`src/rtl/dut_bus_arbiter.sv`:
```
// Round-robin arbiter/sequencer sharing one registered cmd/adr/data bus among NREQ masters.
// Optional stall abort is compiled in with `define DUT_ARB_TIMEOUT_EN.
module dut_bus_arbiter #(
  parameter int NREQ      = 4,
  parameter int MAX_BURST = 4,
  parameter int TIMEOUT   = 15
) (
  input  logic                    clk,
  input  logic                    rst_n,
  input  logic [NREQ-1:0]         req,
  input  logic [4*NREQ-1:0]       req_cmd,
  input  logic [4*NREQ-1:0]       req_adr,
  input  logic [4*NREQ-1:0]       req_data,
  input  logic [NREQ-1:0]         req_last,
  output logic [NREQ-1:0]         gnt,
  output logic                    bus_valid,
  output logic [3:0]              bus_cmd,
  output logic [3:0]              bus_adr,
  output logic [3:0]              bus_data,
  input  logic                    bus_ready,
  output logic [$clog2(NREQ)-1:0] bus_owner,
  output logic                    timeout_err
);

  localparam int IW = $clog2(NREQ);
  localparam int CW = $clog2(MAX_BURST + 1);

  localparam logic [1:0] IDLE  = 2'd0;
  localparam logic [1:0] OWN   = 2'd1;
  localparam logic [1:0] DRAIN = 2'd2;

  logic [1:0]    state;
  logic [IW-1:0] ptr;
  logic [IW-1:0] owner;
  logic [IW-1:0] winner;
  logic [CW-1:0] cnt;
  logic          hit;
  logic          free;
  logic          accept;
  logic          final_beat;
  logic          abort;

  assign free       = !bus_valid | bus_ready;
  assign accept     = (state == OWN) & gnt[owner] & req[owner] & free;
  assign final_beat = req_last[owner] | (cnt == CW'(MAX_BURST - 1));

  // First requester strictly after the pointer, wrapping around.
  always_comb begin
    // NOTE: every combinational output gets a default first so no path leaves it unassigned (no latch).
    winner = '0;
    hit    = 1'b0;
    for (int k = 1; k <= NREQ; k++) begin
      if (!hit && req[(int'(ptr) + k) % NREQ]) begin
        winner = IW'((int'(ptr) + k) % NREQ);
        hit    = 1'b1;
      end
    end
  end

`ifdef DUT_ARB_TIMEOUT_EN
  logic [7:0] stall_cnt;
  logic       stall;

  assign stall       = bus_valid & !bus_ready;
  assign abort       = stall & (stall_cnt == 8'(TIMEOUT - 1));
  assign timeout_err = abort;

  always_ff @(posedge clk or negedge rst_n) begin
    if (!rst_n) begin
      stall_cnt <= '0;
    end else if (!stall || abort) begin
      stall_cnt <= '0;
    end else begin
      stall_cnt <= stall_cnt + 8'd1;
    end
  end
`else
  assign abort       = 1'b0;
  assign timeout_err = 1'b0;
`endif

  always_ff @(posedge clk or negedge rst_n) begin
    // NOTE: sequential state uses non-blocking assignments so all registers update from pre-edge values.
    if (!rst_n) begin
      state <= IDLE;
      gnt   <= '0;
      ptr   <= IW'(NREQ - 1);
      owner <= '0;
      cnt   <= '0;
    end else if (abort) begin
      state <= IDLE;
      gnt   <= '0;
      ptr   <= owner;
    end else begin
      case (state)
        IDLE: begin
          if (hit) begin
            state <= OWN;
            owner <= winner;
            cnt   <= '0;
            gnt   <= NREQ'(1) << winner;
          end
        end
        OWN: begin
          if (!req[owner]) begin
            state <= DRAIN;
            gnt   <= '0;
            ptr   <= owner;
          end else if (accept) begin
            cnt <= cnt + 1'b1;
            if (final_beat) begin
              state <= DRAIN;
              gnt   <= '0;
              ptr   <= owner;
            end
          end
        end
        DRAIN: begin
          if (free) state <= IDLE;
        end
        default: begin
          state <= IDLE;
          gnt   <= '0;
        end
      endcase
    end
  end

  // One-entry output slot; a new beat may replace the old one in the handshake cycle.
  always_ff @(posedge clk or negedge rst_n) begin
    if (!rst_n) begin
      bus_valid <= 1'b0;
      bus_cmd   <= '0;
      bus_adr   <= '0;
      bus_data  <= '0;
      bus_owner <= '0;
    end else if (abort) begin
      bus_valid <= 1'b0;
    end else if (accept) begin
      bus_valid <= 1'b1;
      bus_cmd   <= req_cmd[4*owner +: 4];
      bus_adr   <= req_adr[4*owner +: 4];
      bus_data  <= req_data[4*owner +: 4];
      bus_owner <= owner;
    end else if (bus_valid && bus_ready) begin
      bus_valid <= 1'b0;
    end
  end

endmodule

```
`config.mk`:
```
export PLATFORM = sky130hd
export DESIGN_NAME = dut_bus_arbiter
export DESIGN_NICKNAME = d
export VERILOG_FILES = /design/src/rtl/dut_bus_arbiter.sv
export SDC_FILE = /design/constraint.sdc
export NUM_CORES = 1
export LEC_CHECK = 0
export CAP_MARGIN = 20
export CORE_ASPECT_RATIO = 1.2
export CORE_MARGIN = 2
export CORE_UTILIZATION = 41
export DETAILED_ROUTE_END_ITERATION = 8
export GPL_TIMING_DRIVEN = 1
export PLACE_DENSITY_LB_ADDON = 0.08
export SYNTH_ARGS = -nofsm -noshare
export SYNTH_HDL_FRONTEND = slang
export SYNTH_SLANG_ARGS = --single-unit
```
`constraint.sdc`:
```
create_clock -name clk -period 2.53 [get_ports clk]
set_input_delay 0.506 -clock clk [delete_from_list [all_inputs] [get_ports clk]]
set_output_delay 0.506 -clock clk [all_outputs]
set_load 0.01 [all_outputs]
```
==> results.json <==
{
  "tns_ns": 0,
  "htreeDepth": 1,
  "final_util": 0.667,
  "grt_max_degree": 29,
  "seq_area_sq_um": 703,
  "hp-start": "cnt[0]$_DFFE_PN0P_",
  "clock_skew_ns": 0.00491,
  "yosys.area_share.simple": 0.105,
  "hp-class": "register to register",
  "multi_input_area_sq_um": 898,
  "setup_violations": 0,
  "worst_pin_slew_ns": 0.534,
  "dieWidth_um": 62.4,
  "core_area_sq_mm": 0.00394,
  "hold_buffers": 0,
  "insertion_delay_ns": 0.27,
  "hold_end": "cnt[0]$_DFFE_PN0P_",
  "start_util": 0.426,
  "crit_path_start_kind": "input port",
  "p_leak_nw": 1.08,
  "rsz0062_at_grt": "no",
  "syn-num-nets": 196,
  "vdd_drop_max_mv": 0.661,
  "yosysSeqAreaShare": 0.419,
  "antenna_left": 0,
  "syn_area_sq_mm": 0.00168,
  "clk_path_buf_depth": 2,
  "post_drt_wl_per_cell_um": 16.2,
  "cts_setup_buffers": 0,
  "r2r_cells": 6,
  "synth_top_family_by_area": "multiplexers",
  "drc": 0,
  "num_rows": 25,
  "outcome": "finished, final reports clean",
  "tritoncts": "yes",
  "hold_viol": 0,
  "nets": 281,
  "grtUsageTotal": 0.203,
  "syn_inst": 135,
  "cp.arrival_ns": 2.31,
  "drv_slew": 0,
  "cts.sinks": 28,
  "grt_pass1_wl_um": 7270,
  "cp-end-kind": "register",
  "dp_slack_ns": 0.0869,
  "root_buffer": "clkbuf_8",
  "wl_um": 4430,
  "yosys.cell_types.count": 32,
  "grt.overflow.total": 0,
  "maxCapViolations": 0,
  "num_vias": 1408,
  "io_pins": 79,
  "post-route-period-util": 0.852,
  "fmax_mhz": 464,
  "synth.area.mux_share": 0.344,
  "grt_pass1_vias": 1477,
  "gp_congestion": 0.777,
  "reg2reg_to": "ptr[0]$_DFFE_PN1P_",
  "crit_fanout": 12,
  "setup_ws_ns": 0.375,
  "ctsResizeCount": 0,
  "cp_data_required_time_ns": 2.69,
  "syn2layout_area_growth_pct": 56.6,
  "slew_headroom": 0.641,
  "synthAdderAreaFrac": 0.0149,
  "antenna_cells": 0,
  "antenna_found_initial": 0,
  "ys_warn_count": 0,
  "viasPerCell": 5.16,
  "rrSetupSlack_ns": 0.58,
  "dp_hpwl_um": 3600,
  "dieArea_sq_mm": 0.00463,
  "hold_path_depth": 1,
  "cts_inserted_buffers": 3,
  "powerDensity_mw_per_mm2": 985,
  "layout-drive-gt1-share": 0.224,
  "ys_ff_latch": 28,
  "fill_cells": 322,
  "synth_area_per_cell_sq_um": 12.4,
  "die_y_um": 74.1,
  "synth_xor_xnor_area_share": 0,
  "first_pass_iters": 4,
  "finalCriticalPeriod_ns": 2.15,
  "port_buffers": 77,
  "clk_pin_slew_ns": 0.10,
  "synth-compound-area-share": 0.0686,
  "path_class": "input port to register",
  "first_iter_violations": 24,
  "regToRegStartpoint": "owner[0]$_DFFE_PN0P_"
}
[power breakdown]
part | leakage (nW) | switching [mW] | internal [mW]
clock | 0.0357 | 0.138 | 0.212
sequential | 0.356 | 0.146 | 0.655
combinational | 0.687 | 0.580 | 0.859
[worst max-delay path by stage]
| stage | to | startpoint | slack [ns] | depth (start not counted) |
|---|---|---|---|---|
| 2_1_floorplan | bus_adr[3]$_DFFE_PN0P_ | req[3] | 0.64 | 6 |
| 3_5_place_dp | bus_data[2]$_DFFE_PN0P_ | req[0] | 0.09 | 6 |
| 5_1_grt | gnt[0]$_DFFE_PN0P_ | req[0] | 0.21 | 6 |
| 4_1_cts | bus_data[2]$_DFFE_PN0P_ | req[0] | 0.38 | 6 |
| 6_report | bus_data[2]$_DFFE_PN0P_ | req[0] | 0.38 | 6 |
| 3_3_place_gp | bus_cmd[3]$_DFFE_PN0P_ | req[0] | 0.17 | 6 |
[stage by stage]
step | power (mW) | instances | hold slack [ns] | cell area (sq um)
4_1_cts | 2.61 | 273 | 0.510 | 2630
5_1_grt | 2.76 | 273 | 0.526 | 2630
6_report | 2.59 | 273 | 0.508 | 2630
3_3_place_gp | 2.21 | 269 | 0.468 | 2560
3_5_place_dp | 2.26 | 269 | 0.496 | 2560
2_1_floorplan | 1.64 | 135 | 0.210 | 1680
[sequential cells by signal (all words and copies together), names as in the netlist]
register and count:
bus_cmd 4, cnt 3, owner 2, bus_valid 1
bus_owner 2, ptr 2, bus_adr 4, bus_data 4
gnt 4, state 2
[final cells by class]
class                           count  share of cell area
Tap cell                           54              0.0257
Sequential cell                    28               0.267
Timing Repair Buffer               88               0.329
Clock inverter                      1              0.0114
Inverter                            6             0.00857
Multi-Input combinational cell     93               0.342
Clock buffer                        3              0.0157
[cells in the mapped netlist]
library cell	n	area, sq um
clkbuf_1	2	7.51
or2b_1	1	7.51
nor3_1	2	10.0
nand2b_1	6	37.5
ha_1	2	25.0
mux4_2	13	293
dfstp_2	2	52.6
a21oi_1	5	25.0
nor2b_1	2	12.5
conb_1	1	3.75
mux2_4	6	90.1
and3_1	2	12.5
mux2_2	12	135
nor4_1	1	6.26
dfrtp_1	26	651
a2111oi_0	1	8.76
o21a_1	1	7.51
inv_1	6	22.5
nor2_1	7	26.3
o21bai_1	1	7.51
nor2b_4	1	13.8
a22oi_1	1	7.51
or3_1	2	12.5
o21ai_0	6	30.0
mux2i_1	6	60.1
a211oi_1	1	7.51
nand2_1	10	37.5
buf_6	2	22.5
buf_4	2	15.0
o22ai_1	2	12.5
buf_2	2	10.0
o32ai_1	1	8.76
[layer usage]
metal | GRT usage | part of all wire | vias up
met4 | 0.0667 | 0.0099 | 0
met5 | 0 | 0 | -
met3 | 0.0363 | 0.055 | 6
met2 | 0.385 | 0.55 | 52
met1 | 0.235 | 0.38 | 687
li1 | - | - | 663
[placed cells by master (no fill, tap or decap)]
master	Yosys	routed
a2111oi_0	1	1
a211oi_1	1	1
a21oi_1	5	5
a22oi_1	1	1
and3_1	2	2
buf_12	0	1
buf_4	2	10
bufinv_16	0	1
clkbuf_8	0	3
clkdlybuf4s50_1	0	77
conb_1	1	1
dfrtp_1	26	26
dfstp_2	2	2
ha_1	2	2
inv_1	6	6
mux2_2	12	12
mux2_4	6	6
mux2i_1	6	6
mux4_2	13	13
nand2_1	10	10
nand2b_1	6	6
nor2_1	7	7
nor2b_1	2	2
nor2b_4	1	1
nor3_1	2	2
nor4_1	1	1
o21a_1	1	1
o21ai_0	6	6
o21bai_1	1	1
o22ai_1	2	2
o32ai_1	1	1
or2b_1	1	1
or3_1	2	2
[critical path, cell delays in order]
cell             delay (ns)
clkdlybuf4s50_1        0.54
mux4_2                 0.28
nor2b_4                0.17
o21a_1                 0.28
buf_12                 0.19
mux2_2                 0.35
[cell families after synthesis]
| kind of cell | count (synthesis) |
|---|---|
| simple gates | 34 |
| fa+ha+maj | 2 |
| flops | 28 |
| buf+inv | 14 |
| other cells | 1 |
| mux | 37 |
| compound gates | 19 |
Note: power is estimated with default switching activity, not from simulation.
